`src/rtl/branch_predictor_pkg.sv`:
```
// Shared types and constants for the branch predictor: entry kinds,
// BTB entry layout and 2-bit counter encodings.
package branch_predictor_pkg;

  localparam int TAG_W_MAX = 30;

  typedef enum logic [1:0] {
    KIND_BRANCH = 2'd0,
    KIND_JAL    = 2'd1,
    KIND_JALR   = 2'd2,
    KIND_RSVD   = 2'd3
  } bp_kind_t;

  localparam logic [1:0] CTR_SNT   = 2'b00;
  localparam logic [1:0] CTR_WNT   = 2'b01;
  localparam logic [1:0] CTR_WT    = 2'b10;
  localparam logic [1:0] CTR_ST    = 2'b11;
  localparam logic [1:0] CTR_RESET = CTR_WNT;

  // Tag is held at maximum width; unused upper bits are always zero.
  typedef struct packed {
    logic                 valid;
    logic [TAG_W_MAX-1:0] tag;
    bp_kind_t             kind;
    logic                 is_ret;
    logic [31:0]          target;
    logic [1:0]           ctr;
  } btb_entry_t;

  function automatic logic [1:0] ctr_next(input logic [1:0] ctr, input logic taken);
    logic [1:0] res;
    case ({taken, ctr})
      3'b1_11: res = CTR_ST;
      3'b0_00: res = CTR_SNT;
      3'b1_00, 3'b1_01, 3'b1_10: res = ctr + 2'd1;
      3'b0_01, 3'b0_10, 3'b0_11: res = ctr - 2'd1;
      default: res = CTR_RESET;
    endcase
    return res;
  endfunction

endpackage

```
`src/rtl/branch_predictor_ras.sv`:
```
// Circular return-address stack; a push when full overwrites the oldest entry.
module ras_stack #(
  parameter int DEPTH = 4
) (
  input  logic        clk,
  input  logic        reset,
  input  logic        push,
  input  logic        pop,
  input  logic [31:0] push_data,
  output logic [31:0] top,
  output logic        empty,
  output logic        full
);

  localparam int PW = $clog2(DEPTH);
  localparam logic [PW:0] FULL_CNT = (PW+1)'(DEPTH);

  logic [31:0]   mem_r [DEPTH];
  logic [PW-1:0] ptr_r;
  logic [PW:0]   cnt_r;
  logic [PW-1:0] top_idx_s;

  assign top_idx_s = ptr_r - PW'(1);
  assign top       = mem_r[top_idx_s];
  assign empty     = (cnt_r == (PW+1)'(0));
  assign full      = (cnt_r == FULL_CNT);

  // Stack pointer, occupancy and storage; call+ret on a non-empty stack rewrites the top.
  always_ff @(posedge clk) begin
    if (reset) begin
      ptr_r <= '0;
      cnt_r <= '0;
      for (int i = 0; i < DEPTH; i++) begin
        mem_r[i] <= 32'd0;
      end
    end else if (push && pop && !empty) begin
      mem_r[top_idx_s] <= push_data;
    end else if (push) begin
      mem_r[ptr_r] <= push_data;
      ptr_r        <= ptr_r + PW'(1);
      if (!full) begin
        cnt_r <= cnt_r + (PW+1)'(1);
      end
    end else if (pop && !empty) begin
      ptr_r <= ptr_r - PW'(1);
      cnt_r <= cnt_r - (PW+1)'(1);
    end
  end

endmodule

```
`src/rtl/branch_predictor.sv`:
```
// Direct-mapped flop-based BTB with 2-bit counters plus a return-address
// stack; combinational lookup, updates committed on the clock edge.
module branch_predictor
  import branch_predictor_pkg::*;
#(
  parameter int ENTRIES   = 16,
  parameter int TAG_BITS  = 8,
  parameter int RAS_DEPTH = 4
) (
  input  logic        clk,
  input  logic        reset,
  input  logic [31:0] lookup_pc,
  output logic        pred_taken,
  output logic [31:0] pred_target,
  output logic        pred_hit,
  input  logic        upd_valid,
  input  logic [31:0] upd_pc,
  input  logic [31:0] upd_target,
  input  logic        upd_taken,
  input  logic [1:0]  upd_kind,
  input  logic        upd_is_call,
  input  logic        upd_is_ret
);

  localparam int IDX_W = $clog2(ENTRIES);
  localparam logic [31:0] TAG_MASK = (32'd1 << TAG_BITS) - 32'd1;

  btb_entry_t btb_r [ENTRIES];

  logic [IDX_W-1:0]     lk_idx_s, up_idx_s;
  logic [TAG_W_MAX-1:0] lk_tag_s, up_tag_s;
  btb_entry_t           lk_entry_s, up_entry_s, new_entry_s;
  logic                 lk_match_s, up_match_s, upd_ok_s, btb_we_s;
  logic                 ras_push_s, ras_pop_s, ras_empty_s, ras_full_s;
  logic [31:0]          ras_top_s, lk_seq_s;
  logic                 unused_s;

  assign lk_idx_s   = lookup_pc[IDX_W+1:2];
  assign up_idx_s   = upd_pc[IDX_W+1:2];
  assign lk_tag_s   = TAG_W_MAX'((lookup_pc >> (IDX_W + 2)) & TAG_MASK);
  assign up_tag_s   = TAG_W_MAX'((upd_pc >> (IDX_W + 2)) & TAG_MASK);
  assign lk_entry_s = btb_r[lk_idx_s];
  assign up_entry_s = btb_r[up_idx_s];
  assign lk_match_s = lk_entry_s.valid && (lk_entry_s.tag == lk_tag_s);
  assign up_match_s = up_entry_s.valid && (up_entry_s.tag == up_tag_s);
  assign lk_seq_s   = lookup_pc + 32'd4;
  assign unused_s   = ^{lookup_pc[1:0], upd_pc[1:0], ras_full_s};

  // Reserved kind is a no-op for both BTB and RAS.
  assign upd_ok_s   = upd_valid && (upd_kind != 2'd3) && !reset;
  assign ras_push_s = upd_ok_s && upd_is_call;
  assign ras_pop_s  = upd_ok_s && upd_is_ret;

  // Prediction from the current (pre-update) BTB contents.
  always_comb begin
    pred_hit    = 1'b0;
    pred_taken  = 1'b0;
    pred_target = lk_seq_s;
    if (!reset && lk_match_s) begin
      pred_hit = 1'b1;
      case (lk_entry_s.kind)
        KIND_BRANCH: begin
          pred_taken  = lk_entry_s.ctr[1];
          pred_target = lk_entry_s.ctr[1] ? lk_entry_s.target : lk_seq_s;
        end
        KIND_JAL: begin
          pred_taken  = 1'b1;
          pred_target = lk_entry_s.target;
        end
        KIND_JALR: begin
          pred_taken  = 1'b1;
          pred_target = (lk_entry_s.is_ret && !ras_empty_s) ? ras_top_s : lk_entry_s.target;
        end
        default: begin
          pred_hit    = 1'b0;
          pred_taken  = 1'b0;
          pred_target = lk_seq_s;
        end
      endcase
    end else begin
      pred_hit    = 1'b0;
      pred_taken  = 1'b0;
      pred_target = lk_seq_s;
    end
  end

  // Entry to write; a not-taken branch with no matching entry never allocates.
  always_comb begin
    new_entry_s        = up_entry_s;
    btb_we_s           = 1'b0;
    new_entry_s.valid  = 1'b1;
    new_entry_s.tag    = up_tag_s;
    new_entry_s.kind   = bp_kind_t'(upd_kind);
    new_entry_s.is_ret = upd_is_ret;
    if (up_match_s) begin
      btb_we_s           = upd_ok_s;
      new_entry_s.ctr    = ctr_next(up_entry_s.ctr, upd_taken);
      new_entry_s.target = upd_taken ? upd_target : up_entry_s.target;
    end else begin
      btb_we_s           = upd_ok_s && (upd_taken || (upd_kind != 2'd0));
      new_entry_s.ctr    = upd_taken ? CTR_WT : CTR_WNT;
      new_entry_s.target = upd_target;
    end
  end

  // BTB storage: full clear on reset, single-entry write otherwise.
  always_ff @(posedge clk) begin
    if (reset) begin
      for (int i = 0; i < ENTRIES; i++) begin
        btb_r[i] <= '{valid: 1'b0, tag: '0, kind: KIND_BRANCH, is_ret: 1'b0,
                      target: 32'd0, ctr: CTR_RESET};
      end
    end else if (btb_we_s) begin
      btb_r[up_idx_s] <= new_entry_s;
    end
  end

  ras_stack #(
    .DEPTH (RAS_DEPTH)
  ) u_ras (
    .clk       (clk),
    .reset     (reset),
    .push      (ras_push_s),
    .pop       (ras_pop_s),
    .push_data (upd_pc + 32'd4),
    .top       (ras_top_s),
    .empty     (ras_empty_s),
    .full      (ras_full_s)
  );

endmodule

```
`config.mk`:
```
export PLATFORM = sky130hd
export DESIGN_NAME = branch_predictor
export DESIGN_NICKNAME = d
export VERILOG_FILES = /design/src/rtl/branch_predictor_pkg.sv /design/src/rtl/branch_predictor_ras.sv /design/src/rtl/branch_predictor.sv
export SDC_FILE = /design/constraint.sdc
export NUM_CORES = 2
export LEC_CHECK = 0
export CORE_ASPECT_RATIO = 0.5
export CORE_MARGIN = 5
export CORE_UTILIZATION = 62
export CTS_CLUSTER_DIAMETER = 120
export DETAILED_ROUTE_END_ITERATION = 8
export PLACE_DENSITY = 0.8
export SETUP_SLACK_MARGIN = 0.5
export SYNTH_ARGS = -nofsm -noshare
export SYNTH_HDL_FRONTEND = slang
export SYNTH_HIERARCHICAL = 1
export SYNTH_SLANG_ARGS = --single-unit
export TNS_END_PERCENT = 20
```
`constraint.sdc`:
```
create_clock -name clk -period 7.6 [get_ports clk]
set_input_delay 1.52 -clock clk [delete_from_list [all_inputs] [get_ports clk]]
set_output_delay 1.52 -clock clk [all_outputs]
set_load 0.005 [all_outputs]
```
# Word level (Yosys, flattened, before mapping)
# Memories as Yosys holds them, arrays and structs flattened.
# Index checks and enable logic that the tools add are counted.
dict set report totals {
  ram_bits 864
  inputBits 104
  mem_count 2
  out_inout_bits 34
  register_bits 5
}
dict set report op_classes {
  reduce_logical 29
  bitwise_logic 1
  eq_ne 14
  add_sub_neg 8
  muxes 39
}
# name words word_bits rd rd_ports_with_merged_regs write_ports line
set memory_table {}
lappend memory_table {btb_r 16 46 2 0 16 branch_predictor.sv:28} ;# btb_entry_t btb_r [ENTRIES];
lappend memory_table {u_ras.mem_r 4 32 1 0 4 branch_predictor_ras.sv:18} ;# logic [31:0] mem_r [DEPTH];
# cell count
set ops {}
lappend ops {{$mux W32} 6}
lappend ops {{$pmux W32 S3} 1}
lappend ops {{$add A32 B3 Y32 const B} 2}
lappend ops {{$reduce_or A32 Y1} 2}
lappend ops {{$eq A30 B8 Y1} 2}
lappend ops {{$mux W46} 1}
lappend ops {{$reduce_or A46 Y1} 1}
lappend ops {{$mux W34} 1}
lappend ops {{$mux W1} 19}
lappend ops {{$eq A3 B3 Y1 const B} 5}
lappend ops {{$logic_and A1 B1 Y1} 12}
lappend ops {{$mux W2} 5}
lappend ops {{$mux W3} 3}
lappend ops {{$reduce_or A3 Y1} 3}
lappend ops {{$pmux W2 S4} 1}
lappend ops {{$eq A3 B2 Y1 const B} 2}
lappend ops {{$logic_not A3 Y1} 2}
lappend ops {{$add A2 B1 Y2 const B} 2}
lappend ops {{$mux W4} 1}
lappend ops {{$ne A2 B2 Y1 const B} 2}
lappend ops {{$reduce_bool A2 Y1} 2}
lappend ops {{$sub A2 B1 Y2 const B} 2}
lappend ops {{$add A3 B1 Y3 const B} 1}
lappend ops {{$eq A3 B1 Y1 const B} 1}
lappend ops {{other kinds (11)} 12}

# Longest topological paths before layout
dict set report depth {
  depth_word 12
  mapped_depth 16
  mapped_depth_nobuf 10
}

# Hierarchy
# Netlist, hierarchy kept.
# mod cells_per_inst area_each_um2 n_inst seq_area_each_um2
set modules_own_cells {}
lappend modules_own_cells {branch_predictor 2669 40432.5 1 21941.0}
lappend modules_own_cells {ras_stack 407 5885.6 1 3943.8}

# Least setup slack after synthesis
# No wires, ideal clock.
dict set report synth_timing {
  kind {input-to-output}
  from {input lookup_pc[2]}
  to {output pred_target[21]}
  setup_slack_ns 0.563
  path_stages 16
  arrival_time_ns 5.517
  n_path_buf 6
  required_time_ns 6.080
  path_cell_list {buf_2 > buf_2 > buf_2 > buf_1 > buf_2 > mux4_2 > mux4_2 > ha_1 > nor2_1 > nand2_1 > nor4_1 > o211ai_1 > a21o_1 > inv_2 > buf_4 > o22ai_1}
}
dict set report synth_between {
  elab_chain_cells 5
  elab_cells_between_ends 13
}
# element line
set synth_rtl {}
lappend synth_rtl {{start: declaration} branch_predictor.sv:12} ;# input logic [31:0] lookup_pc,
lappend synth_rtl {{parallel branches: the longest is 4 deep, another holds $add A32 B3 Y32} --}
lappend synth_rtl {{$mux W32 *} branch_predictor.sv:59} ;# if (!reset && lk_match_s) begin
lappend synth_rtl {{end: declaration} branch_predictor.sv:14} ;# output logic [31:0] pred_target,
# Every way passes the cells marked *.

# Final worst setup path
dict set report layout_timing {
  from {input lookup_pc[2]}
  to {output pred_target[0]}
}
dict set report layout_between {
  elab_chain_cells 5
  elab_cells_between_ends 12
}
# element line
set layout_rtl {}
lappend layout_rtl {{$mem_v2 Z16 W46 *} --}
lappend layout_rtl {{$eq A30 B8 Y1 or $logic_and A1 B1 Y1 (tied branches)} {branch_predictor.sv:44, branch_predictor.sv:72}}
lappend layout_rtl {{$logic_and A1 B1 Y1 or $mux W32 (tied branches)} {branch_predictor.sv:44, branch_predictor.sv:72}}
lappend layout_rtl {{$logic_and A1 B1 Y1 or $pmux W32 S3 (tied branches)} {branch_predictor.sv:59, branch_predictor.sv:61}}
lappend layout_rtl {{$mux W32 *} branch_predictor.sv:59}
# Every way passes the cells marked *; elsewhere a longest branch is shown, timed or not.

==> run summary <==
Final WS setup = 0.638 ns
Critical Path Sink Type = output pin
Antenna diodes = 0
Leak = 17.1 nW
PD cells = 217 nW/um^2
Multi-input gate area = 18,600 sq um
PortBufs = 137
Cells after DPL = 3,972
Worst-margin pin slew = 1.27 ns
Type of the worst min-delay path = register to register
Share of cells above drive strength 1 = 32.9%
Worst skew pair latency = 0.66 ns
Starting Density = 62.9%
Drt total wl = 141,000 microns
Initial DRT Pass Iterations = 7
Cell area after synthesis = 46,300 sq um
Final setup fails = 0
DRC errors left = 0
Clk_skew = 0.0306 ns
Worst setup path class = input pin to output pin
Gr ovfl total = 0
FF/Latch Area = 25,900 sq um
Slew margin rel. = 15.1%
Tcrit/Tclk final = 91.6%
Clock Pin Slew Worst Setup and Hold Paths = 0.06 ns
Max-slew violation count = 0
CTS tree = yes
Startpoint Class = input pin
Clock sinks = 869
Place WS = 0.617 ns
Crit path max fanout = 36
DR vias/cell = 7.29
Die area = 80,600 sq um
DIE WIDTH = 397 microns
Clock Path Buffers = 3
Syn nets = 3,189
Largest net degree at the start of global routing = 117
Tot GR Track Use = 35.2%
Area delta synth->final = 9.51%
Post-Syn Instances = 3,075
Syn_area_per_cell = 15.1 sq um
Critical Path AT = 5.44 ns
Vias post-DR = 30,000
Final hold vios = 0
Yosys Warn Count = 6
Root buffer selected by CTS = clkbuf_16
Inserted Clock Buffers = 78
FP Rows = 70
Placed cell area = 48,300 sq um
Initial drt markers = 4,699
Initial antenna violation count = 1
Status = finished clean
Die Ht = 203 microns
IO Pins = 138
Max_cap viols = 0
Post-cts resize count = 0
Postcts setup bufs = 0
H-tree levels = 3
Fmax = 144 MHz
Drt wl/cell = 34.2 microns
CORE AREA = 73,600 sq um
Final non-filler cell total = 4,115
Vias in the first global route = 30,000
RSZ-0062 raised after global routing = no
Max VDD drop = 186 uV
# hold bufs at CTS = 0
First-pass GRT wire length = 204,000 microns
Final Critical Period = 6.96 ns
HPWL Detailed = 79,600 microns
Post-DRT Antenna Nets = 0
Final instance area = 50,700 sq um
Setup TNS = 0 ns
Worst EP required = 6.08 ns
Gpl congestion = 0.949
Final net count = 3,194
Fillers = 4,561
## where the power goes
group	total, mW	internal (mW)	switching (mW)
combinational	1.44	0.623	0.818
clock	3.95	2.14	1.82
sequential	5.63	5.51	0.123
## final timing paths
kind            startpoint              to  slack [ns]  cells after the start
min reg2reg  btb_r[13][45]   btb_r[13][45]        0.47                      2
min          btb_r[13][45]   btb_r[13][45]        0.47                      2
max reg2reg  btb_r[15][37]     btb_r[7][0]        3.32                     10
max           lookup_pc[2]  pred_target[0]        0.64                     11
## flip-flops by register name, summed over array words and instances (netlist names)
name	count
btb_r	736
u_ras/mem_r	128
u_ras/cnt_r	3
u_ras/ptr_r	2
## final cells by class
class / instances / share of cell area (%)
repair buffers: 216 / 4.40
multi-input cells: 1840 / 36.8
well taps: 972 / 2.40
clock inverters: 40 / 0.599
inverters: 75 / 0.560
flip-flops and latches: 869 / 51.0
clock buffers: 103 / 4.24
## routing by layer
layer / vias up / share of wire (%) / global-route usage (%)
met5: - / 0.011 / 0
met4: 2 / 5.4 / 15.2
met3: 523 / 18 / 14.7
met2: 2768 / 44 / 51.6
met1: 15000 / 32 / 47.0
li1: 11700 / - / -
## critical path: stages
cell             delay (ns)
buf_8                  0.33
mux4_2                 0.59
mux4_2                 0.52
ha_1                   0.22
nor2_1                 0.17
nand2_1                0.12
nor4_1                 0.37
o211ai_1               0.22
buf_4                  0.30
o21ai_0                0.41
clkdlybuf4s50_1        0.62
## cells in the final DEF, fill, tap and decap left out, drive strengths merged, types with 6 or more instances in the layout
cell / instances
a211oi: 6
a21o: 20
a21oi: 22
a221oi: 7
a22o: 8
a22oi: 47
and3: 13
buf: 87
clkbuf: 104
clkdlybuf4s50: 128
clkinv: 34
dfxtp: 21
edfxtp: 848
ha: 9
inv: 75
mux2i: 92
mux4: 435
nand2: 72
nand2b: 20
nand3: 47
nand4: 12
nor2: 813
nor2b: 6
nor3: 12
o2111ai: 6
o211ai: 6
o21ai: 22
o21bai: 18
o22ai: 28
xnor2: 50
xor2: 30
## through the flow
step | hold WS (ns) | total power, mW | util [%]
after floorplan | 0.437 | 6.61 | -
after global placement | 0.450 | 7.08 | 65.6
after detailed placement | 0.458 | 7.12 | 65.6
after CTS | 0.469 | 11.0 | 68.9
after global routing | 0.500 | 11.3 | 68.9
final | 0.468 | 11.0 | 68.9
Power figures use the tool's default switching activity.
